<file path="config.mk">
export PLATFORM = sky130hd
export DESIGN_NAME = uart_rx_ext
export DESIGN_NICKNAME = d
export VERILOG_FILES = /design/src/rtl/uart_rx_ext.sv
export SDC_FILE = /design/constraint.sdc
export NUM_CORES = 1
export LEC_CHECK = 0
export BUFFER_PORTS_ARGS = -buffer_cell sky130_fd_sc_hd__buf_2
export CAP_MARGIN = 20
export CORE_UTILIZATION = 60
export CTS_CLUSTER_DIAMETER = 60
export DETAILED_ROUTE_END_ITERATION = 6
export PLACE_DENSITY = 0.77
export SYNTH_ARGS = -nofsm -noshare
export SYNTH_HDL_FRONTEND = slang
export SYNTH_SLANG_ARGS = --single-unit
export TNS_END_PERCENT = 30
</file>
<file path="constraint.sdc">
create_clock -name clk_i -period 5 [get_ports clk_i]
set_input_delay 0.5 -clock clk_i [delete_from_list [all_inputs] [get_ports clk_i]]
set_output_delay 0.5 -clock clk_i [all_outputs]
set_load 0.05 [all_outputs]
</file>
<file path="src/rtl/uart_rx_ext.sv">
// uart_rx_ext: UART receiver with configurable framing and a small receive FIFO.
// The serial line is synchronised, framed by an IDLE/START/DATA/PARITY/STOP FSM,
// and completed frames are queued as {frame_err, parity_err, data}.
// Optional build macro: UART_RX_MAJORITY_EN. When defined, each bit sample is the
// 2-of-3 majority of the synchronised line at counts target-2, target-1 and target.
// When undefined, the single synchronised value at the target count is used.
module uart_rx_ext #(
  parameter int DATA_WIDTH = 8,
  parameter int FIFO_DEPTH = 4
) (
  input  logic                             clk_i,
  input  logic                             rst_ni,
  input  logic                             rx_i,
  input  logic [15:0]                      clks_per_bit_i,
  input  logic                             parity_en_i,
  input  logic                             parity_odd_i,
  input  logic                             stop2_i,
  input  logic                             rx_ready_i,
  output logic                             rx_valid_o,
  output logic [DATA_WIDTH-1:0]            rx_data_o,
  output logic                             frame_err_o,
  output logic                             parity_err_o,
  output logic                             overflow_o,
  output logic [$clog2(FIFO_DEPTH+1)-1:0]  fifo_level_o,
  output logic                             busy_o
);

  localparam int PW = $clog2(FIFO_DEPTH);
  localparam int LW = $clog2(FIFO_DEPTH + 1);
  localparam int BW = $clog2(DATA_WIDTH);
  localparam int EW = DATA_WIDTH + 2;
  localparam logic [BW-1:0] LAST_BIT = BW'(DATA_WIDTH - 1);
  localparam logic [LW-1:0] FULL_LEVEL = LW'(FIFO_DEPTH);

  typedef enum logic [2:0] {S_IDLE, S_START, S_DATA, S_PARITY, S_STOP} state_t;

  // Line synchroniser and one-cycle history (history also feeds edge detect)
  logic r_rx_meta, r_rx_sync, r_rx_prev;
  logic w_sample, w_fall;

  // Receiver state
  state_t                r_state;
  logic [15:0]           r_cnt, r_cpb;
  logic                  r_par_en, r_par_odd, r_stop2;
  logic [BW-1:0]         r_bit_idx;
  logic                  r_stop_idx;
  logic [DATA_WIDTH-1:0] r_shift;
  logic                  r_par_acc, r_par_err, r_frame_err;
  logic                  w_start_hit, w_bit_hit;

  // FIFO
  logic [EW-1:0] r_mem [FIFO_DEPTH];
  logic [PW-1:0] r_wptr, r_rptr;
  logic [LW-1:0] r_level;
  logic          r_overflow;
  logic          w_push, w_pop, w_full, w_wr;
  logic [EW-1:0] w_push_word, w_head;

  // Two-flop synchroniser; idle-high reset values avoid a false start after reset
  always_ff @(posedge clk_i) begin
    if (!rst_ni) begin
      r_rx_meta <= 1'b1;
      r_rx_sync <= 1'b1;
      r_rx_prev <= 1'b1;
    end else begin
      r_rx_meta <= rx_i;
      r_rx_sync <= r_rx_meta;
      r_rx_prev <= r_rx_sync;
    end
  end

`ifdef UART_RX_MAJORITY_EN
  logic r_rx_prev2;

  // Second history tap so the vote can see target-2, target-1 and target
  always_ff @(posedge clk_i) begin
    if (!rst_ni) begin
      r_rx_prev2 <= 1'b1;
    end else begin
      r_rx_prev2 <= r_rx_prev;
    end
  end

  assign w_sample = (r_rx_prev2 & r_rx_prev) | (r_rx_prev2 & r_rx_sync) | (r_rx_prev & r_rx_sync);
`else
  assign w_sample = r_rx_sync;
`endif

  // A start needs a real 1->0 transition, so a held-low break cannot retrigger
  assign w_fall      = r_rx_prev & ~r_rx_sync;
  assign w_start_hit = (r_cnt == ((r_cpb - 16'd1) >> 1));
  assign w_bit_hit   = (r_cnt == (r_cpb - 16'd1));

  assign w_push      = (r_state == S_STOP) && w_bit_hit && (!r_stop2 || r_stop_idx);
  assign w_push_word = {r_frame_err | ~w_sample, r_par_err, r_shift};

  // Frame FSM: configuration is latched at the start edge and held for the frame
  always_ff @(posedge clk_i) begin
    if (!rst_ni) begin
      r_state     <= S_IDLE;
      r_cnt       <= '0;
      r_cpb       <= '0;
      r_par_en    <= 1'b0;
      r_par_odd   <= 1'b0;
      r_stop2     <= 1'b0;
      r_bit_idx   <= '0;
      r_stop_idx  <= 1'b0;
      r_shift     <= '0;
      r_par_acc   <= 1'b0;
      r_par_err   <= 1'b0;
      r_frame_err <= 1'b0;
    end else begin
      case (r_state)
        S_IDLE: begin
          if (w_fall) begin
            r_cpb       <= clks_per_bit_i;
            r_par_en    <= parity_en_i;
            r_par_odd   <= parity_odd_i;
            r_stop2     <= stop2_i;
            r_cnt       <= '0;
            r_bit_idx   <= '0;
            r_stop_idx  <= 1'b0;
            r_par_acc   <= 1'b0;
            r_par_err   <= 1'b0;
            r_frame_err <= 1'b0;
            r_state     <= S_START;
          end
        end
        S_START: begin
          if (w_start_hit) begin
            r_cnt   <= '0;
            r_state <= w_sample ? S_IDLE : S_DATA;
          end else begin
            r_cnt <= r_cnt + 16'd1;
          end
        end
        S_DATA: begin
          if (w_bit_hit) begin
            r_cnt     <= '0;
            r_shift   <= {w_sample, r_shift[DATA_WIDTH-1:1]};
            r_par_acc <= r_par_acc ^ w_sample;
            if (r_bit_idx == LAST_BIT) begin
              r_state <= r_par_en ? S_PARITY : S_STOP;
            end else begin
              r_bit_idx <= r_bit_idx + BW'(1);
            end
          end else begin
            r_cnt <= r_cnt + 16'd1;
          end
        end
        S_PARITY: begin
          if (w_bit_hit) begin
            r_cnt     <= '0;
            r_par_err <= ((r_par_acc ^ w_sample) != r_par_odd);
            r_state   <= S_STOP;
          end else begin
            r_cnt <= r_cnt + 16'd1;
          end
        end
        S_STOP: begin
          if (w_bit_hit) begin
            r_cnt <= '0;
            if (!w_sample) r_frame_err <= 1'b1;
            if (r_stop2 && !r_stop_idx) begin
              r_stop_idx <= 1'b1;
            end else begin
              r_state <= S_IDLE;
            end
          end else begin
            r_cnt <= r_cnt + 16'd1;
          end
        end
        default: r_state <= S_IDLE;
      endcase
    end
  end

  assign w_full = (r_level == FULL_LEVEL);
  assign w_pop  = (r_level != '0) && rx_ready_i;
  assign w_wr   = w_push && (!w_full || w_pop);

  // FIFO storage write port; contents are qualified by the level, so no reset
  always_ff @(posedge clk_i) begin
    if (w_wr) r_mem[r_wptr] <= w_push_word;
  end

  // FIFO pointers, level and overflow pulse; pointers wrap by natural overflow
  always_ff @(posedge clk_i) begin
    if (!rst_ni) begin
      r_wptr     <= '0;
      r_rptr     <= '0;
      r_level    <= '0;
      r_overflow <= 1'b0;
    end else begin
      r_overflow <= w_push && w_full && !w_pop;
      if (w_wr)  r_wptr <= r_wptr + PW'(1);
      if (w_pop) r_rptr <= r_rptr + PW'(1);
      case ({w_wr, w_pop})
        2'b10:   r_level <= r_level + LW'(1);
        2'b01:   r_level <= r_level - LW'(1);
        default: r_level <= r_level;
      endcase
    end
  end

  assign w_head       = r_mem[r_rptr];
  assign rx_valid_o   = (r_level != '0);
  assign rx_data_o    = rx_valid_o ? w_head[DATA_WIDTH-1:0] : '0;
  assign parity_err_o = rx_valid_o & w_head[DATA_WIDTH];
  assign frame_err_o  = rx_valid_o & w_head[DATA_WIDTH+1];
  assign overflow_o   = r_overflow;
  assign fifo_level_o = r_level;
  assign busy_o       = (r_state != S_IDLE);

endmodule

</file>
# == After elaboration in Yosys (flattened, before gate mapping) ==
# Memory sizes are Yosys's and may differ from the RTL's. A register that Yosys moved wholly into a read port is not among the register bits.
# Index checks and enable logic that the tools add are counted.
# totals
register_bits,64
latchBits,0
ram_bits,40
romBits,0
input_bits,23
out_inout_bits,16
wordCells,120
memories,1
# classes
addsub,7
mul,0
n_div,0
magnitude_cmp,0
n_eq_ne,21
shifts,0
n_mux,35
n_bitwise,6
reduce_logical,31
# mem_list
memory,depth,width,read_ports,rd_ports_with_merged_regs,write_ports,line,source
r_mem,4,10,1,1,1,52,logic [EW-1:0] r_mem [FIFO_DEPTH];
# op_table
op,n
two-way mux 16 bit,3
one-hot mux 16 bit (3 select lines),1
two-way mux 3 bit,11
!= test 2 bit (second input constant),9
adder 16 x 1 -> 16 bit (second input constant),1
== test 16 x 15 -> 1 bit,1
== test 16 bit,1
subtractor 16 x 1 -> 16 bit (second input constant),1
one-hot mux 3 bit (5 select lines),1
one-hot mux 3 bit (2 select lines),2
AND reduction 4 bit,3
== test 3 bit (second input constant),3
two-way mux 1 bit,9
nonzero test 3 bit,3
two-way mux 8 bit,1
one-hot mux 1 bit (2 select lines),4
nonzero test 2 bit,4
logical AND 1 bit,7
AND reduction 7 bit,1
adder 3 x 1 -> 3 bit (second input constant),2
== test 3 x 2 -> 1 bit (second input constant),2
two-way mux 2 bit,3
AND reduction 2 bit,3
AND reduction 3 bit,2
other kinds (15),22

# == Longest topological paths before layout ==
# depth
ltp_word,7
mapped_depth,14
ltp_nobuf,13

# == Worst setup path after synthesis ==
# OpenSTA, ideal clock, no wires.
# synth_path
path_kind,register -> register
start,register r_cpb[0]
end,register r_level[2] (netlist: fifo_level_o[2])
setup_time_ns,0.074
arrival_time_ns,3.472
required_time_ns,4.926
setup_slack_ns,1.453
stages_incl_launch_ff,14
n_path_buf,0
period_less_slack_ns,3.547
path_cell_list,dfxtp_1 -> inv_1 -> ha_1 -> or3b_2 -> or4_1 -> xnor2_1 -> nor4_2 -> nand4_1 -> o21a_1 -> fa_1 -> and3_1 -> mux2i_1 -> nand3_1 -> o21ai_0
# synth_between
elab_chain_len,7
word_cells_on_any_way,9
classes_between,add/sub (1); eq/ne (3); mux (1); reduce/logical (4)
# synth_rtl
item,line,source
from (decl),43,"logic [15:0] r_cnt, r_cpb;"
from (signal assigned),116,r_cpb <= clks_per_bit_i;
subtractor 16 x 1 -> 16 bit (*),92,assign w_bit_hit = (r_cnt == (r_cpb - 16'd1));
== test 16 bit (*),92,
logical AND 1 bit (*) (2 in series),94,assign w_push = (r_state == S_STOP) && w_bit_hit && (!r_stop2 || r_stop_idx);
logical AND 1 bit (*),180,assign w_wr = w_push && (!w_full || w_pop);
== test 2 x 1 -> 1 bit or == test 2 bit (tied branches),198,"case ({w_wr, w_pop})"
one-hot mux 3 bit (2 select lines) or nonzero test 2 bit (tied branches),n/a,
to (signal assigned),199,2'b10: r_level <= r_level + LW'(1);
to (signal assigned),200,2'b01: r_level <= r_level - LW'(1);
to (signal assigned),201,default: r_level <= r_level;
to (decl),54,logic [LW-1:0] r_level;
# Mark *: on every way between the ends. The rest lies on a longest branch, timed or not.
# A chain may end at the register's enable or synchronous reset.

# == Worst setup path in the final report ==
# Ends and elaborated chain as after synthesis.

==> reports/metrics.yaml <==
critical_path:
  timing.rr.start: "r_cpb[0]$_SDFFE_PN0P_"
  crit_path_start_kind: "flop"
  r2r_end: "fifo_level_o[2]$_SDFFE_PN0P_"
  crit_type: "reg -> reg"
  end_kind: "flop"
  worstPathRequired_ns: 5.30
  crit_fanout: 8
  worstPathArrival_ns: 4.36
  rr_worst_depth: 13
  r2r_setup_slack_ns: 0.94
placement:
  routabilityCongestion: 0.886
  io_buffers: 38
  place_ws_ns: 0.947
  hpwl_um: 9130
clock_network:
  ctsResizeCount: 0
  cts.clk_slew.worst_paths_ns: 0.10
  post_cts_buffers: 0
  clock_sinks: 106
  cts-root-buf: "clkbuf_8"
  cts_tree: "done"
  cts_inserted_buffers: 9
  worstSkewPairLatency_ns: 0.38
  htreeDepth: 3
  ctsHoldBuffers: 0
  cts_max_path_buffers: 2
drt:
  dr.pass1.iters: 5
  drtIter0Drc: 226
  wl_per_cell_um: 16.1
  vias: 4571
  detail_route.vias_per_cell: 5.91
  routed_wl_um: 12400
  ant_nets: 0
  remaining_drc_errors: 0
min_path:
  hold-path-endpoint: "r_rx_meta$_SDFF_PN1_"
  hold_path_class: "in -> reg"
  hp-start: "rx_i"
  min_path_cells: 2
cells_and_area:
  final_nets: 671
  syn2layout_area_growth_pct: 6.74
  drive_above_1_share: 0.140
  n_antenna_cell: 0
synth:
  synth_simple_gate_area_frac: 0.272
  ys_seq_area_frac: 0.438
  synth_top_flop_cell: "dfxtp_1"
  syn_nets: 663
  synth_compound_area_frac: 0.124
  synth_edf_count: 40
  syn_avg_cell_area_um2: 9.12
  synth_xor_area_frac: 0.0511
  ys_ff_latch: 106
  synth_top_family_by_area: "simple AND/OR/NAND/NOR gates"
  postSynthCellCount: 631
  synth_cell_types: 68
  synth_fa_ha_area_frac: 0.0209
  synth-async-reset-ratio: 0
  synth_mux_area_frac: 0.0496
  ys_warn_count: 0
  synth_area_mm2: 0.00575
flow_run:
  max-cap-violations: 0
floorplanning:
  io_pins: 39
  die_w_um: 99.9
  die_area_mm2: 0.00998
  start_util: 0.620
  fp-row-count: 35
  fp.coreArea_mm2: 0.00928
  fp.dieH_um: 99.9
timing:
  max_slew_margin: 0.312
  fin_crit_ns: 4.06
  rsz0062_at_grt: "no"
  setup_viol: 0
  final.setup_skew_ns: 0.0114
  worst_slack_ns: 0.936
  drv_slew: 0
  fin_crit_sh: 0.813
  hold_viol_final: 0
  setup_tns_ns: 0
  max_freq_mhz: 246
  worstMarginPinSlew_ns: 1.03
grt:
  antenna_found_initial: 0
  track_usage: 0.261
  grt_max_degree: 30
  grt_pass1_vias: 4257
  gr-total-overflow: 0
  grt_first_pass_wirelength_um: 20500
pwr:
  p_leak_uw: 0.00227
  vdd_drop_max_uv: 181
  total_power_uw: 2010
  power.density_mw_per_mm2: 328
run_status:
  status: "completed"
[synthesized netlist by cell type (9+ instances only)]
cell type,n,area share
xor2_1,15,0.023
edfxtp_1,40,0.21
clkbuf_1,32,0.021
nor3_1,13,0.011
a21oi_1,44,0.038
nand2b_1,12,0.013
o21ai_0,15,0.013
a31oi_1,17,0.018
and2_1,21,0.023
nand3_1,24,0.021
inv_1,14,0.0091
or3_1,9,0.0098
dfxtp_1,66,0.23
mux4_2,10,0.039
nor2_1,46,0.030
nand2_1,106,0.069
xnor2_1,16,0.024
[layout make-up]
type	count	area (um^2)
Clock inverter	7	72.6
Clock buffer	9	124
Fill cell	775	3140
Tap cell	129	161
Timing Repair Buffer	43	228
Inverter	14	52.6
Multi-Input combinational cell	465	2980
Sequential cell	106	2520
[layout by cell type, fill, tap and decap left out, types with 13 or more instances in the layout]
master,instances
buf_2,38
nor2_1,46
xor2_1,15
nor3_1,13
o21ai_0,15
and2_1,21
inv_1,14
nand2_1,106
xnor2_1,16
a21oi_1,44
dfxtp_1,66
edfxtp_1,40
nand3_1,24
a31oi_1,17
[flip-flops by register name, indices dropped and copies added, names as in the netlist, 2 cells and up, named ones only]
register and count:
r_state 3, r_shift 8, r_bit_idx 3, r_mem 40, r_cpb 16, fifo_level_o 3, r_wptr 2, r_cnt 16
r_rptr 2
[worst max-delay path: stages (launching register included)]
cell and delay (ns):
dfxtp_1 0.38, inv_1 0.08, ha_1 0.25, or3b_2 0.56
or4_1 0.56, xnor2_1 0.17, nor4_2 0.36, nand4_1 0.43
o21a_1 0.35, fa_1 0.38, and3_1 0.16, mux2i_1 0.16
nand3_1 0.09, o21ai_0 0.08
[metrics by stage]
stage | instances | hold slack [ns] | util | cell area (um^2)
5_1_grt | 773 | 0.298 | 0.661 | 6140
3_3_place_gp | 757 | 0.389 | 0.640 | 5940
3_5_place_dp | 757 | 0.397 | 0.640 | 5940
2_1_floorplan | 631 | 0.386 | - | 5750
4_1_cts | 773 | 0.293 | 0.661 | 6140
6_report | 773 | 0.303 | 0.661 | 6140
[kinds of logic (layout without fill, tap and decap cells)]
kind of cell | count (synthesis) | in the layout
buffers and inverters | 60 | 73
XOR/XNOR | 32 | 32
AND/OR/NAND/NOR | 291 | 291
adder cells (fa/ha/maj) | 9 | 9
multiplexers | 16 | 16
AO/OA/AOI/OAI | 117 | 117
flip-flops | 106 | 106
[how the worst max path moves through the flow]
stage / start / endpoint / slack [ns] / depth (start not counted)
finish: r_cpb[0]$_SDFFE_PN0P_ / fifo_level_o[2]$_SDFFE_PN0P_ / 0.94 / 13
global route: r_cpb[1]$_SDFFE_PN0P_ / fifo_level_o[2]$_SDFFE_PN0P_ / 0.68 / 13
CTS: r_cpb[0]$_SDFFE_PN0P_ / fifo_level_o[2]$_SDFFE_PN0P_ / 0.94 / 13
detailed placement: r_cpb[0]$_SDFFE_PN0P_ / fifo_level_o[2]$_SDFFE_PN0P_ / 0.95 / 13
global placement: r_cpb[0]$_SDFFE_PN0P_ / fifo_level_o[2]$_SDFFE_PN0P_ / 1.10 / 12
floorplan: r_cpb[0]$_SDFFE_PN0P_ / fifo_level_o[2]$_SDFFE_PN0P_ / 1.45 / 13
[power breakdown]
part	internal [uW]	total, uW	switching (uW)	leakage (uW)
clock network	194	513	319	0.0000997
registers	911	958	46.6	0.000913
logic	184	545	360	0.00125
[layer usage]
layer | GRT usage | share of wire | vias to the layer above
li1 | - | - | 2257
met1 | 0.332 | 0.44 | 2151
met2 | 0.460 | 0.50 | 143
met3 | 0.0404 | 0.047 | 20
met4 | 0.0781 | 0.017 | 0
met5 | 0 | 0 | -
No activity file was read; power rests on OpenSTA's default activity.
